File: config.mk
export PLATFORM = sky130hd
export DESIGN_NAME = fs32bit_pipe_flat
export DESIGN_NICKNAME = d
export VERILOG_FILES = /design/src/rtl/fs32bit_pipe_if.sv /design/src/rtl/fs32bit_pipe.sv /design/src/flat_wrapper.sv
export SDC_FILE = /design/constraint.sdc
export NUM_CORES = 1
export LEC_CHECK = 0
export CAP_MARGIN = 20
export CELL_PAD_IN_SITES_DETAIL_PLACEMENT = 0
export CELL_PAD_IN_SITES_GLOBAL_PLACEMENT = 1
export CORE_ASPECT_RATIO = 0.75
export CORE_MARGIN = 1.5
export CORE_UTILIZATION = 41
export CTS_CLUSTER_DIAMETER = 50
export CTS_CLUSTER_SIZE = 20
export DETAILED_ROUTE_END_ITERATION = 8
export MAX_ROUTING_LAYER = met4
export PLACE_DENSITY_LB_ADDON = 0.1
export SLEW_MARGIN = 20
export SYNTH_ARGS = -nofsm -noshare
export SYNTH_HDL_FRONTEND = slang
export SYNTH_SLANG_ARGS = --single-unit
File: constraint.sdc
create_clock -name clk -period 2.4 [get_ports clk]
set_input_delay 0.48 -clock clk [delete_from_list [all_inputs] [get_ports clk]]
set_output_delay 0.48 -clock clk [all_outputs]
set_load 0.01 [all_outputs]
File: src/rtl/fs32bit_pipe_if.sv
// Operand/result handshake bundle for the pipelined subtractor.
// master drives operands and out_ready; slave is the pipeline.
interface fs32bit_pipe_if #(
   parameter int N = 32
);
   logic [N-1:0] a;
   logic [N-1:0] b;
   logic         bin;
   logic         in_valid;
   logic         in_ready;
   logic [N-1:0] d;
   logic         bout;
   logic         ovf;
   logic         zero;
   logic         out_valid;
   logic         out_ready;

   modport master (
      output a, b, bin, in_valid, out_ready,
      input  in_ready, d, bout, ovf, zero, out_valid
   );

   modport slave (
      input  a, b, bin, in_valid, out_ready,
      output in_ready, d, bout, ovf, zero, out_valid
   );
endinterface

File: src/rtl/fs32bit_pipe.sv
// N-bit subtractor resolving SLICE bits per stage; the borrow crosses stages
// only through registers, with elastic per-stage valid/ready flow control.
module fs32bit_pipe #(
   parameter int N     = 32,
   parameter int SLICE = 8
) (
   input logic           clk,
   input logic           rst_n,
   fs32bit_pipe_if.slave bus
);
   localparam int P = N / SLICE;

   logic [P-1:0]        vld, rdy, v_in, br_in, br_nx, br_q;
   logic [P-1:0][N-1:0] a_q, b_q, d_q;
   logic [P-1:0][N-1:0] a_in, b_in, d_in, d_nx;
   logic                ovf_q, zero_q, ovf_nx, zero_nx;
   logic                unused_bits;

   // Stage k consumes what stage k-1 registered; stage 0 consumes the ports.
   always_comb begin
      v_in[0]  = bus.in_valid;
      a_in[0]  = bus.a;
      b_in[0]  = bus.b;
      d_in[0]  = '0;
      br_in[0] = bus.bin;
      for (int k = 1; k < P; k++) begin
         v_in[k]  = vld[k-1];
         a_in[k]  = a_q[k-1];
         b_in[k]  = b_q[k-1];
         d_in[k]  = d_q[k-1];
         br_in[k] = br_q[k-1];
      end
   end

   always_comb begin
      logic [SLICE:0] s;
      s = '0;
      for (int k = 0; k < P; k++) begin
         s = {1'b0, a_in[k][k*SLICE +: SLICE]} - {1'b0, b_in[k][k*SLICE +: SLICE]}
             - {{SLICE{1'b0}}, br_in[k]};
         d_nx[k] = d_in[k];
         d_nx[k][k*SLICE +: SLICE] = s[SLICE-1:0];
         br_nx[k] = s[SLICE];
      end
   end

   assign ovf_nx  = (a_in[P-1][N-1] != b_in[P-1][N-1]) && (d_nx[P-1][N-1] != a_in[P-1][N-1]);
   assign zero_nx = (d_nx[P-1] == '0);

   // A stage can load if it, or any stage downstream of it, has room.
   always_comb begin
      logic room;
      room = bus.out_ready;
      for (int k = P - 1; k >= 0; k--) begin
         room   = room || !vld[k];
         rdy[k] = room;
      end
   end

   always_ff @(posedge clk or negedge rst_n) begin
      if (!rst_n) begin
         vld    <= '0;
         a_q    <= '0;
         b_q    <= '0;
         d_q    <= '0;
         br_q   <= '0;
         ovf_q  <= 1'b0;
         zero_q <= 1'b0;
      end else begin
         for (int k = 0; k < P; k++) begin
            if (rdy[k]) begin
               vld[k] <= v_in[k];
               if (v_in[k]) begin
                  a_q[k]  <= a_in[k];
                  b_q[k]  <= b_in[k];
                  d_q[k]  <= d_nx[k];
                  br_q[k] <= br_nx[k];
               end
            end
         end
         if (rdy[P-1] && v_in[P-1]) begin
            ovf_q  <= ovf_nx;
            zero_q <= zero_nx;
         end
      end
   end

   // Consumed low slices and the last stage's operand copy have no reader.
   assign unused_bits = ^{a_in, b_in, a_q, b_q};

   assign bus.in_ready  = rdy[0];
   assign bus.out_valid = vld[P-1];
   assign bus.d         = d_q[P-1];
   assign bus.bout      = br_q[P-1];
   assign bus.ovf       = ovf_q;
   assign bus.zero      = zero_q;
endmodule

File: src/flat_wrapper.sv
// flat-port wrapper written by rule: the top's interface ports become plain ports
module fs32bit_pipe_flat 
#(
   parameter int N     = 32,
   parameter int SLICE = 8
)
  (clk, rst_n, bus_a, bus_b, bus_bin, bus_in_valid, bus_out_ready, bus_in_ready, bus_d, bus_bout, bus_ovf, bus_zero, bus_out_valid);
  fs32bit_pipe_if #(.N(N)) bus_i ();
  input logic clk;
  input logic rst_n;
  input wire logic [$bits(bus_i.a)-1:0] bus_a;
  input wire logic [$bits(bus_i.b)-1:0] bus_b;
  input wire logic [$bits(bus_i.bin)-1:0] bus_bin;
  input wire logic [$bits(bus_i.in_valid)-1:0] bus_in_valid;
  input wire logic [$bits(bus_i.out_ready)-1:0] bus_out_ready;
  output wire logic [$bits(bus_i.in_ready)-1:0] bus_in_ready;
  output wire logic [$bits(bus_i.d)-1:0] bus_d;
  output wire logic [$bits(bus_i.bout)-1:0] bus_bout;
  output wire logic [$bits(bus_i.ovf)-1:0] bus_ovf;
  output wire logic [$bits(bus_i.zero)-1:0] bus_zero;
  output wire logic [$bits(bus_i.out_valid)-1:0] bus_out_valid;
  assign bus_i.a = bus_a;
  assign bus_i.b = bus_b;
  assign bus_i.bin = bus_bin;
  assign bus_i.in_valid = bus_in_valid;
  assign bus_i.out_ready = bus_out_ready;
  assign bus_in_ready = bus_i.in_ready;
  assign bus_d = bus_i.d;
  assign bus_bout = bus_i.bout;
  assign bus_ovf = bus_i.ovf;
  assign bus_zero = bus_i.zero;
  assign bus_out_valid = bus_i.out_valid;
  fs32bit_pipe #(.N(N), .SLICE(SLICE)) u_core (.clk(clk), .rst_n(rst_n), .bus(bus_i));
endmodule
==> run_results.csv <==
group,metric,value,unit
power,cellPowerDensity,1233,mW/mm^2
final_layout,finish.cell_count_without_fillers,1147,
critical_path,reg2reg_slack,0.02,ns
synthesis,synth_top_area_share,0.5271,
sta,final-setup-viol-count,0,
global_route,largest_net_degree_at_the_start_of_global_routing,53,
clock_network,cts_tree,"built",
sta,timing.final.crit_period,2.385,ns
sta,worst_pin_slew,0.5479,ns
placed_design,numPortBuffers,105,
sta,setup_ws,0.01515,ns
floorplanning,coreArea,0.02112,mm^2
critical_path,worst_ep_required_time,2.73,ns
final_layout,postLayoutCoreUtil,0.5369,
sta,final-hold-violation-count,0,
global_route,track_usage,0.1677,
clock_network,ctsRootBufferMaster,"sky130_fd_sc_hd__clkbuf_16",
critical_path,worst_setup_path_start_kind,"flip-flop",
critical_path,worst-setup-path-type,"flip-flop to flip-flop",
floorplanning,fp.dieArea,0.02243,mm^2
critical_path,cp_max_fo,2,
sta,report.final.slew_viol_count,0,
drt,route.antenna.remaining_nets,0,
clock_network,path_clk_slew,0.08,ns
placed_design,post-dp-hpwl,12320,um
floorplanning,initial_core_util,0.4180,
clock_network,clk_path_buf_depth,2,
critical_path,end_kind,"flip-flop",
critical_path,rr_startpoint,"u_core.b_in[120]$_DFFE_PN0P_",
final_layout,post_route_cells_drive_above_1_share,0.3178,
final_layout,layout.cells.most_common,"sky130_fd_sc_hd__dfrtp_1",
sta,finClkSkew,0.01387,ns
clock_network,worstSkewPairLatency,0.44,ns
placed_design,number_of_cells_in_the_design_after_placement,1107,
critical_path,worst_r2r_path_depth,9,
synthesis,synth_seq_area_share,0.5271,
drt,first_iter_violations,172,
synthesis,syn-num-nets,834,
drt,vias_per_cell,4.751,
drt,avgRoutedWirePerCell,14.82,um
final_layout,diodes,0,
final_layout,sequential_cell_area,0.004654,mm^2
floorplanning,io_pins,106,
final_layout,finalInstanceArea,0.01134,mm^2
critical_path,startpoint,"u_core.b_in[120]$_DFFE_PN0P_",
drt,detail_route.drc_violations,0,
placed_design,post-place-ws,-0.5683,ns
synthesis,synth.ff_latch_count,186,
final_layout,most-common-layout-cells,"sky130_fd_sc_hd__dfrtp_1, sky130_fd_sc_hd__mux2_2, sky130_fd_sc_hd__clkdlybuf4s50_1, sky130_fd_sc_hd__inv_1, sky130_fd_sc_hd__ha_1",
sta,rsz_0062_raised_after_global_routing,"true",
placed_design,placed_area,0.01052,mm^2
drt,detailedRoute.firstPassIterationCount,4,
synthesis,yosys.cell_types.count,40,
final_layout,multi_input_area,0.003933,mm^2
global_route,number_of_global_route_vias_before_repair,5570,
clock_network,clkSinkCount,186,
flow_run,timing.max_cap.violations,0,
power,irDropWorstVdd,0.5397,mV
synthesis,netlist.top_cell.by_area,"sky130_fd_sc_hd__dfrtp_1",
placed_design,gp_congestion,0.7424,
critical_path,worst_ep_arrival_time,2.71,ns
sta,final.period_utilization,0.9937,
sta,finalHoldWorstSlack,0.4693,ns
final_layout,area.growth.synth_to_final,28.44,%
critical_path,worst_setup_path_endpoint,"u_core.br_q[3]$_DFFE_PN0P_",
global_route,globalRoute.totalOverflow,0,
drt,wirelength,17000,um
critical_path,r2r_end,"u_core.br_q[3]$_DFFE_PN0P_",
sta,relSlewSlack,0.6313,
worst_hold_path,hold_path.class,"flip-flop to flip-flop",
run_status,run_status,"finished clean",
floorplanning,die_width,172.5,um
clock_network,tritoncts.num_buffers,17,
synthesis,netlist_instances,701,
synthesis,synth.top_cells.by_area,"sky130_fd_sc_hd__dfrtp_1, sky130_fd_sc_hd__mux2_2, sky130_fd_sc_hd__ha_1",
synthesis,post_synth.cell_area_avg,12.60,um^2
global_route,grt_first_pass_wirelength,27650,um
floorplanning,die_height,130.1,um
drt,num_vias,5449,
floorplanning,core.rowCount,46,
synthesis,yosys_warnings,0,
power,total_leakage_power,5.111,nW
global_route,grt_antenna_before_repair,0,
clock_network,cts.htree.levels,4,
final_layout,finalNetCount,979,
final_layout,layout.filler_cells,1825,
sta,fmax,0.4193,GHz
synthesis,netlist_area,0.008830,mm^2
stage by stage:
stage / total power [mW] / setup TNS (ns)
5_1_grt: 15.03 / -0.2652
6_report: 13.99 / 0
2_1_floorplan: 8.511 / 0
4_1_cts: 13.90 / -0.04702
3_3_place_gp: 10.52 / -2.597
3_5_place_dp: 10.71 / -3.213
synthesized netlist by cell type:
cell type                  count
sky130_fd_sc_hd__nand4b_1      1
sky130_fd_sc_hd__dfrtp_1     186
sky130_fd_sc_hd__o21ai_1       2
sky130_fd_sc_hd__a21oi_2       1
sky130_fd_sc_hd__a211oi_1      4
sky130_fd_sc_hd__o31ai_1       1
sky130_fd_sc_hd__o21ai_0      28
sky130_fd_sc_hd__nor2_1        6
sky130_fd_sc_hd__buf_4         2
sky130_fd_sc_hd__buf_2        14
sky130_fd_sc_hd__nor3_1        2
sky130_fd_sc_hd__nand2_1      39
sky130_fd_sc_hd__o311ai_0      1
sky130_fd_sc_hd__a31o_1        1
sky130_fd_sc_hd__xor2_1       10
sky130_fd_sc_hd__a21o_1        7
sky130_fd_sc_hd__or2_1         1
sky130_fd_sc_hd__nor4_1        7
sky130_fd_sc_hd__clkbuf_1      5
sky130_fd_sc_hd__nand4_1       2
sky130_fd_sc_hd__and3_1        3
sky130_fd_sc_hd__xnor2_1      20
sky130_fd_sc_hd__mux2i_1       1
sky130_fd_sc_hd__nand3b_1      5
sky130_fd_sc_hd__ha_1         56
sky130_fd_sc_hd__inv_1        85
sky130_fd_sc_hd__o21ai_2       1
sky130_fd_sc_hd__nor3b_1       4
sky130_fd_sc_hd__nor4b_2       1
sky130_fd_sc_hd__a31oi_1       3
sky130_fd_sc_hd__mux2_2      152
sky130_fd_sc_hd__buf_1         1
sky130_fd_sc_hd__a21oi_1      16
sky130_fd_sc_hd__a2111o_1      1
sky130_fd_sc_hd__nand2b_1     10
sky130_fd_sc_hd__fa_1          8
sky130_fd_sc_hd__nand3_1       4
sky130_fd_sc_hd__o21bai_1      3
sky130_fd_sc_hd__nor4b_1       5
sky130_fd_sc_hd__a211o_1       2
metal layers:
layer | vias up | routed length (um) | track usage | share of wire
met2 | 79 | 8008 | 0.2602 | 0.47
met3 | 19 | 587 | 0.03913 | 0.035
met1 | 2682 | 8183 | 0.2188 | 0.48
met5 | - | 0 | - | 0
met4 | 0 | 222 | 0.05217 | 0.013
li1 | 2669 | - | - | -
registers in the layout, indices dropped and copies added (netlist names):
register         cells
u_core.a_in         48
u_core.b_in         48
u_core.d_in         48
u_core.bus.d        32
u_core.br_q          4
u_core.vld           4
u_core.bus.ovf       1
u_core.bus.zero      1
power breakdown:
| group | internal [mW] | total (mW) | switching (mW) | leakage, nW |
|---|---|---|---|---|
| logic | 3.37 | 6.18 | 2.82 | 2.61 |
| clock network | 1.50 | 2.85 | 1.36 | 0.294 |
| registers | 4.23 | 4.95 | 0.726 | 2.21 |
worst min path at each step:
stage	depth (start not counted)	from	endpoint
floorplan	0	rst_n	u_core.a_in[120]$_DFFE_PN0P_
global placement	1	rst_n	u_core.a_in[55]$_DFFE_PN0P_
detailed placement	1	rst_n	u_core.a_in[86]$_DFFE_PN0P_
CTS	2	u_core.d_in[75]$_DFFE_PN0P_	u_core.d_in[75]$_DFFE_PN0P_
global route	2	u_core.d_in[75]$_DFFE_PN0P_	u_core.d_in[75]$_DFFE_PN0P_
finish	2	u_core.d_in[75]$_DFFE_PN0P_	u_core.d_in[75]$_DFFE_PN0P_
what timing repair did:
action / in CTS / in global routing
setup endpoints to repair: 14 / 17
resized for setup: 23 / 27
buffers inserted: 5 / 2
hold endpoints to repair: 41 / 0
pin swaps: 16 / 26
hold buffers: 1 / 0
worst max-delay path, cell delays in order, from the launching register on:
cell and delay (ns):
sky130_fd_sc_hd__dfrtp_1 0.36, sky130_fd_sc_hd__inv_2 0.05, sky130_fd_sc_hd__fa_2 0.39, sky130_fd_sc_hd__fa_2 0.36, sky130_fd_sc_hd__nand2b_4 0.15, sky130_fd_sc_hd__a2111o_1 0.38
sky130_fd_sc_hd__a31o_1 0.20, sky130_fd_sc_hd__a21oi_2 0.17, sky130_fd_sc_hd__xnor2_1 0.15, sky130_fd_sc_hd__o21ai_2 0.07
logic make-up (layout without fill, tap and decap cells):
group / count (synthesis) / after routing / share of synthesized area
DFF: 186 / 186 / 0.5271
muxes: 153 / 153 / 0.1950
and+or+nand+nor: 90 / 90 / 0.05413
AOI/OAI and AO/OA: 71 / 71 / 0.04818
xor gates and xnor gates: 30 / 30 / 0.02976
adders and majority gates: 64 / 64 / 0.09749
buffers and inverters: 107 / 265 / 0.04832
layout make-up:
cell class,instances,share of cell area
multi-input cells,408,0.3468
repair buffers,148,0.1308
clock buffers,17,0.03751
clock inverters,15,0.01456
flip-flops and latches,186,0.4104
inverters,85,0.02813
well taps,288,0.03177
(Power assumes the default switching activity.)
